## config.mk

```make
export PLATFORM = sky130hd
export DESIGN_NAME = kv_front_dispatch
export DESIGN_NICKNAME = d
export VERILOG_FILES = /design/src/rtl/kv_front_pkg.sv /design/src/rtl/kv_front_dispatch.sv
export SDC_FILE = /design/constraint.sdc
export NUM_CORES = 1
export LEC_CHECK = 0
export BUFFER_PORTS_ARGS = -buffer_cell sky130_fd_sc_hd__clkbuf_2
export CORE_AREA = 2 2 501 503
export CTS_CLUSTER_SIZE = 20
export DETAILED_ROUTE_END_ITERATION = 10
export DIE_AREA = 0 0 503 505
export GPL_TIMING_DRIVEN = 0
export PLACE_DENSITY = 0.35
export SLEW_MARGIN = 20
export SYNTH_ARGS = -nofsm -noshare
export SYNTH_HDL_FRONTEND = slang
export SYNTH_SLANG_ARGS = --single-unit
```

## constraint.sdc

```tcl
create_clock -name clk -period 3.2 [get_ports clk]
set_clock_uncertainty 0.2 [all_clocks]
set_input_delay 0.8 -clock clk [delete_from_list [all_inputs] [get_ports clk]]
set_output_delay 0.8 -clock clk [all_outputs]
set_load 0.02 [all_outputs]
```

## src/rtl/kv_front_pkg.sv

```systemverilog
`default_nettype none
// +----------------------------------------------------------------------+
// | Module      : kv_front_pkg                                           |
// | Description : Shared opcodes, FSM state encoding and beat-count      |
// |               helper for the KV request front end.                   |
// | Revision    : 1.0 - initial release                                  |
// +----------------------------------------------------------------------+
package kv_front_pkg;

  localparam int unsigned OP_INSERT = 1;
  localparam int unsigned OP_GET    = 2;
  localparam int unsigned OP_DELETE = 3;

  typedef enum logic [2:0] {
    ST_IDLE       = 3'd0,
    ST_ALLOC_REQ  = 3'd1,
    ST_ALLOC_WAIT = 3'd2,
    ST_KEY        = 3'd3,
    ST_VALUE      = 3'd4,
    ST_DRAIN      = 3'd5
  } state_t;

  // Ceil(len / bpb) for a power-of-two bpb. Evaluated in 32 bits so the
  // rounding add cannot overflow for any 16-bit length.
  function automatic logic [31:0] calc_beats(input logic [31:0] len,
                                             input int unsigned bpb);
    int sh;
    sh = 0;
    for (int i = 0; i < 31; i++) begin
      if (bpb == (32'd1 << i)) sh = i;
    end
    return (len + (bpb - 32'd1)) >> sh;
  endfunction

endpackage
`default_nettype wire

```

## src/rtl/kv_front_dispatch.sv

```systemverilog
`default_nettype none
// +----------------------------------------------------------------------+
// | Module      : kv_front_dispatch                                      |
// | Description : KV request front end. Accepts meta/key/value streams,  |
// |               requests value storage from the pointer allocator and  |
// |               emits a key descriptor stream plus an addressed value  |
// |               write stream. Failed allocations drain their value     |
// |               beats; zero-length INSERTs and unknown ops are dropped |
// |               and counted.                                           |
// | Ports       : s_meta_*  request meta (op, byte length)               |
// |               s_key_*   request key                                  |
// |               s_val_*   request value beats                          |
// |               m_alloc_* / s_alloc_*  allocator request / response    |
// |               m_key_*   key descriptor to index/hash stage           |
// |               m_val_*   addressed value writes to value memory       |
// |               drop_count, busy  status                               |
// | Revision    : 1.0 - initial release                                  |
// +----------------------------------------------------------------------+
module kv_front_dispatch
  import kv_front_pkg::*;
#(
  parameter int DATA_WIDTH = 512,
  parameter int KEY_WIDTH  = 64,
  parameter int PTR_WIDTH  = 16,
  parameter int LEN_WIDTH  = 16,
  parameter int OP_WIDTH   = 8
) (
  input  logic                  clk,
  input  logic                  rst_n,
  input  logic [OP_WIDTH-1:0]   s_meta_op,
  input  logic [LEN_WIDTH-1:0]  s_meta_len,
  input  logic                  s_meta_valid,
  output logic                  s_meta_ready,
  input  logic [KEY_WIDTH-1:0]  s_key_data,
  input  logic                  s_key_valid,
  output logic                  s_key_ready,
  input  logic [DATA_WIDTH-1:0] s_val_data,
  input  logic                  s_val_valid,
  output logic                  s_val_ready,
  output logic [LEN_WIDTH:0]    m_alloc_len,
  output logic                  m_alloc_valid,
  input  logic                  m_alloc_ready,
  input  logic [PTR_WIDTH-1:0]  s_alloc_ptr,
  input  logic                  s_alloc_fail,
  input  logic                  s_alloc_valid,
  output logic                  s_alloc_ready,
  output logic [1:0]            m_key_op,
  output logic [PTR_WIDTH-1:0]  m_key_ptr,
  output logic                  m_key_fail,
  output logic [KEY_WIDTH-1:0]  m_key_data,
  output logic                  m_key_valid,
  input  logic                  m_key_ready,
  output logic [PTR_WIDTH-1:0]  m_val_addr,
  output logic [DATA_WIDTH-1:0] m_val_data,
  output logic                  m_val_last,
  output logic                  m_val_valid,
  input  logic                  m_val_ready,
  output logic [15:0]           drop_count,
  output logic                  busy
);

  localparam int BPB = DATA_WIDTH / 8;
  localparam int BW  = LEN_WIDTH + 1;

  state_t               state;
  logic [1:0]           op_q;
  logic                 drop_q;
  logic                 fail_q;
  logic [BW-1:0]        beats_q;
  logic [BW-1:0]        idx_q;
  logic [PTR_WIDTH-1:0] ptr_q;

  logic          key_load_ok;
  logic          val_load_ok;
  logic          meta_fire;
  logic          alloc_req_fire;
  logic          alloc_rsp_fire;
  logic          key_fire;
  logic          val_fire;
  logic          idx_last;
  logic          is_insert;
  logic          is_get_del;
  logic [BW-1:0] meta_beats;

  // An output register can take new data when empty or being emptied.
  assign key_load_ok = !m_key_valid || m_key_ready;
  assign val_load_ok = !m_val_valid || m_val_ready;

  assign s_meta_ready  = (state == ST_IDLE);
  assign m_alloc_valid = (state == ST_ALLOC_REQ);
  assign m_alloc_len   = beats_q;
  assign s_alloc_ready = (state == ST_ALLOC_WAIT);
  // Dropped keys are discarded, so they never wait on the descriptor register.
  assign s_key_ready   = (state == ST_KEY) && (drop_q || key_load_ok);
  assign s_val_ready   = (state == ST_DRAIN) || ((state == ST_VALUE) && val_load_ok);
  assign busy          = (state != ST_IDLE);

  assign meta_fire      = s_meta_valid && s_meta_ready;
  assign alloc_req_fire = m_alloc_valid && m_alloc_ready;
  assign alloc_rsp_fire = s_alloc_valid && s_alloc_ready;
  assign key_fire       = s_key_valid && s_key_ready;
  assign val_fire       = s_val_valid && s_val_ready;
  assign idx_last       = (idx_q == (beats_q - BW'(1)));

  assign is_insert  = (s_meta_op == OP_WIDTH'(OP_INSERT));
  assign is_get_del = (s_meta_op == OP_WIDTH'(OP_GET)) || (s_meta_op == OP_WIDTH'(OP_DELETE));
  assign meta_beats = BW'(calc_beats(32'(s_meta_len), BPB));

  always_ff @(posedge clk) begin
    if (!rst_n) begin
      state      <= ST_IDLE;
      op_q       <= 2'd0;
      drop_q     <= 1'b0;
      fail_q     <= 1'b0;
      beats_q    <= '0;
      idx_q      <= '0;
      ptr_q      <= '0;
      drop_count <= 16'd0;
    end else begin
      case (state)
        ST_IDLE: begin
          if (meta_fire) begin
            op_q    <= s_meta_op[1:0];
            beats_q <= meta_beats;
            idx_q   <= '0;
            ptr_q   <= '0;
            fail_q  <= 1'b0;
            if (is_insert && (s_meta_len != '0)) begin
              drop_q <= 1'b0;
              state  <= ST_ALLOC_REQ;
            end else if (is_get_del) begin
              drop_q <= 1'b0;
              state  <= ST_KEY;
            end else begin
              drop_q <= 1'b1;
              state  <= ST_KEY;
            end
          end
        end
        ST_ALLOC_REQ: begin
          if (alloc_req_fire) state <= ST_ALLOC_WAIT;
        end
        ST_ALLOC_WAIT: begin
          if (alloc_rsp_fire) begin
            ptr_q  <= s_alloc_ptr;
            fail_q <= s_alloc_fail;
            state  <= ST_KEY;
          end
        end
        ST_KEY: begin
          if (key_fire) begin
            if (drop_q || (op_q != 2'(OP_INSERT))) state <= ST_IDLE;
            else if (fail_q)                       state <= ST_DRAIN;
            else                                   state <= ST_VALUE;
          end
        end
        ST_VALUE, ST_DRAIN: begin
          if (val_fire) begin
            idx_q <= idx_q + BW'(1);
            if (idx_last) state <= ST_IDLE;
          end
        end
        default: state <= ST_IDLE;
      endcase

      if (key_fire && drop_q && (drop_count != 16'hFFFF))
        drop_count <= drop_count + 16'd1;
    end
  end

  // Key descriptor register.
  always_ff @(posedge clk) begin
    if (!rst_n) begin
      m_key_valid <= 1'b0;
      m_key_op    <= 2'd0;
      m_key_ptr   <= '0;
      m_key_fail  <= 1'b0;
      m_key_data  <= '0;
    end else if (key_fire && !drop_q) begin
      m_key_valid <= 1'b1;
      m_key_op    <= op_q;
      m_key_ptr   <= ptr_q;
      m_key_fail  <= fail_q;
      m_key_data  <= s_key_data;
    end else if (m_key_ready) begin
      m_key_valid <= 1'b0;
    end
  end

  // Value write register; only VALUE transfers load it, DRAIN beats vanish.
  always_ff @(posedge clk) begin
    if (!rst_n) begin
      m_val_valid <= 1'b0;
      m_val_addr  <= '0;
      m_val_data  <= '0;
      m_val_last  <= 1'b0;
    end else if (val_fire && (state == ST_VALUE)) begin
      m_val_valid <= 1'b1;
      m_val_addr  <= ptr_q + PTR_WIDTH'(idx_q);
      m_val_data  <= s_val_data;
      m_val_last  <= idx_last;
    end else if (m_val_ready) begin
      m_val_valid <= 1'b0;
    end
  end

endmodule
`default_nettype wire

```

==> impl_metrics.csv, run 1 <==
group,metric,value,unit
floorplanning,start_util,10.1,%
status,status,"complete, no violations",
drt,drt.antenna.violating_nets,0,
synthesis,synth_edf_count,0,
power,p_sw_share,36.2,%
power,power_frac_seq,36.8,%
synthesis,synth_top_family_by_area,"simple AND/OR/NAND/NOR gates",
flow_run,drv_cap,0,
power,switching_power,9.76,mW
sta,fin_crit,2.94,ns
finish,n_fill_cell,28900,
cts,cts_buffer_depth,3,
sta,slew-limit-headroom,33.9,%
floorplanning,die_w,503,um
drt,drt_pass1_iterations,5,
power,p_total,27.0,mW
cts,cts_inserted_buffers,92,
min_path,min_path_type,"in2reg",
sta,fmax,0.340,GHz
finish,syn_to_final_growth,57.4,%
synthesis,ys_ff_latch,681,
worst_setup_path,cp-start-kind,"register",
synthesis,synth_ff_type,"dfxtp_1",
sta,hold_viol,0,
power,p_int,17.2,mW
drt,drc_errors,0,
synthesis,synth_fa_ha_area_share,0.975,%
worst_setup_path,setup.worst_path.end_class,"register",
global_route,grtUsageTotal,14.1,%
synthesis,synth_area,25100,um2
cts,cts_tree,"yes",
drt,via_per_inst,3.47,
power,p_leak,15.7,nW
floorplanning,ios,1279,
sta,grt_setup_unrepaired,"false",
synthesis,synth_compound_area_share,15.8,%
global_route,grt_pass1_wl,245000,um
cts,clock_sink_count,681,
cts,htree_levels,3,
power,vdd_ir_drop_max,0.000374,V
synthesis,synthSimpleGateAreaFrac,23.0,%
worst_setup_path,critPathMaxFanout,7,
place,hpwl,161000,um
place,portBuffers,1272,
finish,finalNetCount,5277,
sta,worst_pin_slew,0.991,ns
drt,drt_iter0_drc,1585,
worst_setup_path,critPathKind,"reg2reg",
floorplanning,die_height,505,um
cts,clk_latency,0.72,ns
sta,post-route-period-util,91.9,%
finish,layout_commonest_cell,"clkbuf_2",
worst_setup_path,critPathRequiredTime,3.58,ns
synthesis,syn-mean-instance-area,7.87,um2
drt,wl,188000,um
floorplanning,design.die.area,254000,um2
synthesis,synth_largest_area_cell,"dfxtp_1",
sta,finalSetupViolCount,0,
synthesis,syn_inst,3193,
sta,drv_slew,0,
power,p_clk_share,39.0,%
cts,root_buffer,"clkbuf_16",
floorplanning,std_cell_rows,183,
place,finalWeightedCongestion,0.912,
global_route,grt_pass1_vias,27700,
synthesis,synth.top_cell.area_share,54.2,%
finish,final_cell_mix,"clkbuf_2 (1297), nand2_1 (1264), dfxtp_1 (681), a21oi_1 (586), clkbuf_1 (203)",
global_route,grt_max_degree,21,
power,combinationalPowerShare,24.2,%
synthesis,async_flop_share,0,%
finish,drive_gt1_share,31.2,%
worst_setup_path,worstPathArrival,3.32,ns
synthesis,yosys_warnings,0,
synthesis,synth_mux_area_share,0.159,%
cts,clk_pin_slew,0.06,ns
synthesis,synth_xor_xnor_area_share,2.06,%
drt,wl_per_cell,23.3,um
global_route,antenna_found_initial,58,
drt,vias,27900,
synthesis,synth_area_leaders,"dfxtp_1 (54%), nand2_1 (19%), a21oi_1 (12%)",
synthesis,synth_cell_types,62,
sta,layout_setup_ws,0.261,ns
synthesis,ys_seq_area_share,54.2,%
global_route,grt_remaining_overflow,0,
power,p_per_area,682,nW/um2
floorplanning,core,248000,um2
place,place_ws,-1.56,ns
-- metrics by stage --
stage          cells  cell area [um2]  setup TNS (ns)  util [%]  hold WS [ns]
6_report        8045            39600               0      15.9         0.106
5_1_grt         8033            39500               0      15.9        0.0267
4_1_cts         8029            39500               0      15.9      0.000242
3_5_place_dp    7804            35800         -392.26      14.4         0.246
3_3_place_gp    7800            35700        -1051.23      14.4         0.243
2_1_floorplan   3198            25200               0         -         0.255
-- power groups by stage --
stage	clock network, mW	registers, mW	logic [mW]
after floorplan	0	10.8	2.47
after detailed placement	0	10.1	6.63
after global routing	11.2	10.0	7.12
after global placement	0	10.0	6.61
final	10.5	9.92	6.53
after CTS	11.0	9.90	6.74
-- synth_stat cells, drive strengths merged (2+ instances only) --
cell type,count
a21boi,72
mux2i,4
dfxtp,681
a211oi,8
xor2,30
o21ai,19
or2,2
nand2b,6
nor4,5
o211a,3
o31ai,5
nor3,13
xnor2,29
buf,14
o21a,3
nor2b,9
or3,8
o31a,2
and4,5
and2,8
a211o,2
or4,3
clkbuf,217
inv,19
nor2,60
o211ai,3
a21o,3
nand4b,3
and3,6
nand3,48
o2111ai,3
nand2,1264
ha,18
a31o,2
nand4,9
a21oi,587
-- flip-flops by register name, summed over array words and instances, names as in the netlist, 2 cells and up --
name and cells:
m_key_data 64, drop_count 16, m_key_ptr 16, ptr_q 16, op_q 2, m_key_op 2, idx_q 17, m_val_data 512
state 3, m_val_addr 16, m_alloc_len 11
-- area by class of cell --
type / instances / area [um2] / share of cell area (%)
sequential: 681 / 13600 / 34.5
clock inverter: 27 / 345 / 0.873
buffer: 225 / 956 / 2.42
timing repair buffer: 1346 / 7140 / 18.1
inverter: 19 / 71.3 / 0.180
tap: 3330 / 4170 / 10.5
clock buffer: 132 / 2640 / 6.66
antenna: 18 / 45.0 / 0.114
multi-input combinational: 2267 / 10600 / 26.7
-- metal layers --
layer | global-route usage, % | vias to the layer above | share of wire, %
li1 | - | 13300 | -
met4 | 3.86 | 18 | 2.7
met5 | 0 | - | 0.061
met1 | 15.1 | 13200 | 37
met2 | 24.8 | 1171 | 49
met3 | 6.53 | 224 | 11
-- path summary, 6_finish.rpt --
kind                                      start               to  slack (ns)  cells past startpoint
worst min register to register  m_val_data[107]  m_val_data[107]        0.25                      2
worst max register to register         idx_q[2]   m_val_addr[14]        0.26                      8
worst min-delay path             s_val_data[61]   m_val_data[61]        0.11                      3
worst max-delay path                   idx_q[2]   m_val_addr[14]        0.26                      8
-- critical path, cell delays in order, from the launching register on --
cell and delay [ns]:
dfxtp_1 0.52, ha_1 0.34, nor2b_1 0.17, o31a_1 0.27, o211ai_1 0.26, a21oi_1 0.16
or3_1 0.42, and3_1 0.16, a311o_1 0.31
-- timing repair --
item,CTS,global route
cloned,0,0
pin swaps,1,0
buffers inserted,1,0
resized for setup,37,13
endpoints found under the setup margin,531,147
hold buffers,69,0
hold endpoints to repair,69,0
-- kinds of logic after synthesis --
logic type      Yosys count
compound gates          724
buf+inv                 250
mux                       4
fa+ha+maj                19
other cells               1
xor+xnor                 59
simple gates           1455
flops                   681
Power figures use the tool's default switching activity.
==> run 2, diff against run 1 <==
--- a/config.mk
+++ b/config.mk
@@ -7,6 +7,7 @@
 export LEC_CHECK = 0
 export BUFFER_PORTS_ARGS = -buffer_cell sky130_fd_sc_hd__clkbuf_2
 export CORE_AREA = 2 2 501 503
+export CTS_BUF_LIST = sky130_fd_sc_hd__clkbuf_8
 export CTS_CLUSTER_SIZE = 20
 export DETAILED_ROUTE_END_ITERATION = 10
 export DIE_AREA = 0 0 503 505
==> impl_metrics.csv, run 2 (synthesized netlist as in run 1, its figures left out) <==
group,metric,value,unit
status,status,"complete, no violations",
floorplanning,core,248000,um2
min_path,hold_depth,3,
drt,via_per_inst,3.49,
finish,largest_register_ffs,512,
finish,multi_input_area,10600,um2
drt,drt_iter0_drc,1563,
power,vdd_ir_drop_max,0.000319,V
worst_setup_path,critPathKind,"reg2out",
min_path,hold_end,"m_val_data[41]",
finish,reg.largest.list,"m_val_data (512), m_key_data (64), idx_q (17)",
worst_setup_path,reg2reg_slack,0.24,ns
cts,cts_tree,"yes",
global_route,grt_pass1_wl,252000,um
finish,n_fill_cell,28600,
sta,finalSetupViolCount,0,
floorplanning,design.die.area,254000,um2
place,place_inst,7804,
flow_run,drv_cap,0,
sta,grt_setup_unrepaired,"false",
worst_setup_path,worst-r2r-cell-count,8,
worst_setup_path,cp-start-kind,"register",
cts,clk_pin_slew,0.06,ns
global_route,grt_remaining_overflow,0,
drt,drt_pass1_iterations,5,
finish,fin_cells,8657,
worst_setup_path,setup.worst_path.end_class,"output port",
floorplanning,die_height,505,um
power,p_per_area,604,nW/um2
finish,final_cell_mix,"clkbuf_2 (1288), nand2_1 (1264), dfxtp_1 (678), dlygate4sd3_1 (593), a21oi_1 (586)",
sta,hold_viol,0,
worst_setup_path,rr_startpoint,"m_val_valid",
worst_setup_path,worstPathArrival,1.97,ns
cts,clock_sink_count,681,
sta,fmax,0.337,GHz
floorplanning,die_w,503,um
drt,vias,30200,
finish,drive_gt1_share,29.1,%
cts,cts_buffer_depth,3,
finish,syn_to_final_growth,78.2,%
floorplanning,ios,1279,
sta,worst_pin_slew,0.963,ns
global_route,grtUsageTotal,14.4,%
cts,htree_levels,4,
cts,cts_inserted_buffers,143,
power,p_leak,18.1,nW
finish,layout_commonest_cell,"clkbuf_2",
global_route,grt_pass1_vias,30600,
min_path,min_path_type,"in2reg",
floorplanning,std_cell_rows,183,
cts,clk_latency,0.86,ns
worst_setup_path,r2r_end,"m_val_data[68]",
power,p_total,27.1,mW
place,finalWeightedCongestion,0.912,
drt,drc_errors,0,
worst_setup_path,critPathRequiredTime,2.20,ns
finish,regArea,13600,um2
place,hpwl,161000,um
drt,wl_per_cell,22.0,um
min_path,hold_path_startpoint,"s_val_data[41]",
sta,post-route-period-util,92.9,%
floorplanning,start_util,10.1,%
sta,slew-limit-headroom,35.8,%
drt,wl,190000,um
sta,drv_slew,0,
cts,root_buffer,"clkbuf_8",
global_route,antenna_found_initial,60,
place,portBuffers,1272,
finish,finalNetCount,5851,
global_route,grt_max_degree,21,
finish,top_register,"m_val_data",
worst_setup_path,critPathMaxFanout,5,
sta,fin_crit,2.97,ns
drt,drt.antenna.violating_nets,0,
-- run 2: worst max-delay path, cell delays in order, from the launching register on --
cell and delay [ns]:
dfxtp_1 0.38, nand2b_1 0.26, o21a_1 0.29, clkbuf_8 0.17
-- run 2: metal layers --
layer	vias to the layer above	global-route usage (%)	routed length, um
met5	-	0	139
met4	24	4.74	6640
met3	290	5.97	19500
met2	1252	25.1	91900
met1	14100	15.6	72200
li1	14500	-	-
-- run 2: area by class of cell --
class / count / area share (%)
buffer: 224 / 2.13
clock buffer: 175 / 5.38
inverter: 19 / 0.159
timing repair buffer: 1870 / 27.7
sequential: 681 / 30.4
multi-input combinational: 2267 / 23.6
clock inverter: 73 / 1.19
antenna: 18 / 0.101
tap: 3330 / 9.30
-- run 2: worst max-delay path by stage --
stage / start / cells after the start / to
6_report: m_val_valid / 3 / s_val_ready
5_1_grt: m_val_valid / 3 / s_val_ready
4_1_cts: state[2] / 3 / s_alloc_ready
3_5_place_dp: m_val_ready / 8 / m_val_data[1]
3_3_place_gp: m_val_ready / 7 / m_val_data[42]
2_1_floorplan: m_alloc_len[0] / 10 / state[0]
-- run 2: what timing repair did --
item / CTS / global route
gates cloned: 0 / 0
endpoints found under the setup margin: 534 / 7
gates resized for setup: 49 / 4
hold buffers: 593 / 0
buffers inserted: 1 / 0
pin swaps: 1 / 0
endpoints found under the hold margin: 594 / 0
-- run 2: stage by stage --
step / setup TNS (ns) / hold WS, ns / setup WS (ns) / utilization (%) / cell area, um2
after detailed placement: -392.26 / 0.246 / -1.56 / 14.4 / 35800
final: 0 / 0.141 / 0.228 / 18.1 / 44800
after global placement: -1051.23 / 0.243 / -2.28 / 14.4 / 35700
after CTS: -0.0204 / 0.000385 / -0.0170 / 18.0 / 44800
after floorplan: 0 / 0.255 / 0.486 / - / 25200
after global routing: 0 / 0.0382 / 0.0241 / 18.0 / 44800
-- run 2: where the power goes --
| part | internal [mW] | switching, mW |
|---|---|---|
| logic | 2.33 | 4.83 |
| registers | 9.29 | 0.642 |
| clock network | 5.37 | 4.60 |
==> run 3, diff against run 2 <==
--- a/config.mk
+++ b/config.mk
@@ -12,7 +12,7 @@
 export DETAILED_ROUTE_END_ITERATION = 10
 export DIE_AREA = 0 0 503 505
 export GPL_TIMING_DRIVEN = 0
-export PLACE_DENSITY = 0.35
+export PLACE_DENSITY = 0.3
 export SLEW_MARGIN = 20
 export SYNTH_ARGS = -nofsm -noshare
 export SYNTH_HDL_FRONTEND = slang
==> impl_metrics.csv, run 3 (synthesized netlist as in run 1, its figures left out) <==
group,metric,value,unit
sta,post-route-period-util,94.5,%
drt,wl,191000,um
cts,cts_inserted_buffers,143,
drt,drt.antenna.violating_nets,0,
global_route,grt_pass1_vias,30800,
floorplanning,die_w,503,um
worst_setup_path,crit_end,"state[0]",
worst_setup_path,critPathRequiredTime,3.78,ns
global_route,grt_pass1_wl,253000,um
worst_setup_path,critPathMaxFanout,8,
sta,fin_crit,3.02,ns
status,status,"complete, no violations",
finish,top_register,"m_val_data",
global_route,grtUsageTotal,14.4,%
finish,syn_to_final_growth,77.3,%
global_route,grt_remaining_overflow,0,
cts,clk_pin_slew,0.06,ns
floorplanning,ios,1279,
sta,fmax,0.331,GHz
sta,setup-tns-final,0,ns
floorplanning,die_height,505,um
sta,drv_slew,0,
sta,slew-limit-headroom,26.9,%
cts,cts_tree,"yes",
drt,via_per_inst,3.47,
drt,wl_per_cell,22.0,um
min_path,min_path_type,"in2reg",
power,p_leak,18.1,nW
cts,root_buffer,"clkbuf_8",
finish,fin_cells,8640,
drt,drt_pass1_iterations,5,
worst_setup_path,r2r_end,"state[0]",
cts,clk_latency,0.86,ns
global_route,antenna_found_initial,55,
finish,drive_gt1_share,28.8,%
sta,finalSetupViolCount,0,
worst_setup_path,startpoint,"m_alloc_len[0]",
power,vdd_ir_drop_max,0.000308,V
power,p_total,26.7,mW
cts,clock_sink_count,681,
finish,final_cell_mix,"clkbuf_2 (1293), nand2_1 (1264), dfxtp_1 (678), dlygate4sd3_1 (587), a21oi_1 (586)",
place,hpwl,161000,um
worst_setup_path,cp-start-kind,"register",
global_route,grt_max_degree,21,
worst_setup_path,worst-r2r-cell-count,10,
place,portBuffers,1272,
finish,layout_commonest_cell,"clkbuf_2",
finish,finalNetCount,5848,
floorplanning,std_cell_rows,183,
place,finalWeightedCongestion,0.880,
floorplanning,design.die.area,254000,um2
drt,drc_errors,0,
cts,htree_levels,4,
worst_setup_path,reg2reg_slack,0.18,ns
place,place_inst,7804,
finish,reg.largest.list,"m_val_data (512), m_key_data (64), idx_q (17)",
drt,drt_iter0_drc,1380,
power,p_per_area,600,nW/um2
worst_setup_path,worstPathArrival,3.60,ns
place,place_ws,-1.24,ns
worst_setup_path,critPathKind,"reg2reg",
worst_setup_path,rr_startpoint,"m_alloc_len[0]",
worst_setup_path,setup.worst_path.end_class,"register",
sta,hold_viol,0,
sta,layout_setup_ws,0.177,ns
floorplanning,core,248000,um2
cts,cts_buffer_depth,3,
floorplanning,start_util,10.1,%
sta,worst_pin_slew,1.10,ns
finish,largest_register_ffs,512,
drt,vias,29900,
flow_run,drv_cap,0,
run 3: how the worst min path moves through the flow:
stage	slack [ns]	to	from	cells past startpoint
floorplan	0.25	m_key_op[1]	op_q[1]	2
global placement	0.24	m_val_data[445]	m_val_data[445]	2
CTS	0.01	m_alloc_len[4]	s_meta_len[10]	3
detailed placement	0.25	m_val_data[27]	m_val_data[27]	2
finish	0.13	m_val_data[453]	s_val_data[453]	3
global route	0.05	m_val_data[224]	s_val_data[224]	3
run 3: through the flow:
| stage | hold WS [ns] | area [um2] | utilization (%) |
|---|---|---|---|
| after floorplan | 0.255 | 25200 | - |
| after global routing | 0.0537 | 44600 | 18.0 |
| after global placement | 0.242 | 35700 | 14.4 |
| after CTS | 0.0121 | 44500 | 17.9 |
| after detailed placement | 0.246 | 35800 | 14.4 |
| final | 0.134 | 44600 | 18.0 |
run 3: timing repair:
| item | 4_1_cts | 5_1_grt |
|---|---|---|
| pin swaps | 1 | 0 |
| setup endpoints to repair | 534 | 9 |
| resized for setup | 32 | 6 |
| cloned | 0 | 0 |
| hold buffers | 587 | 0 |
| hold endpoints to repair | 589 | 0 |
| setup buffers | 1 | 0 |
run 3: final cells by class:
cell class | instances | area, um2
fillers | 28700 | 204000
multi-input cells | 2267 | 10600
flip-flops and latches | 681 | 13600
inverters | 19 | 71.3
clock buffers | 163 | 2240
diodes | 9 | 22.5
clock inverters | 80 | 607
repair buffers | 1864 | 12300
plain buffers | 227 | 941
well taps | 3330 | 4170
run 3: worst max-delay path, stage by stage (launching register included):
cell      delay (ns)
dfxtp_1         0.39
clkbuf_1        0.37
inv_1           0.08
ha_1            0.32
xnor2_1         0.13
a211o_1         0.28
nor4_1          0.16
nand4b_1        0.13
or4_4           0.47
a21oi_2         0.21
mux2i_1         0.19
run 3: routing by layer:
layer	part of all wire [%]	global-route usage (%)
met1	38	15.1
met2	51	26.5
met3	8.6	5.37
met4	2.9	4.06
met5	0.046	0
run 3: report_power, final:
group / internal (mW) / total [mW] / leakage (nW) / switching, mW
logic: 2.29 / 7.06 / 10.9 / 4.78
clock network: 5.23 / 9.77 / 1.62 / 4.54
registers: 9.29 / 9.92 / 5.50 / 0.631
total: 16.8 / 26.7 / 18.1 / 9.94
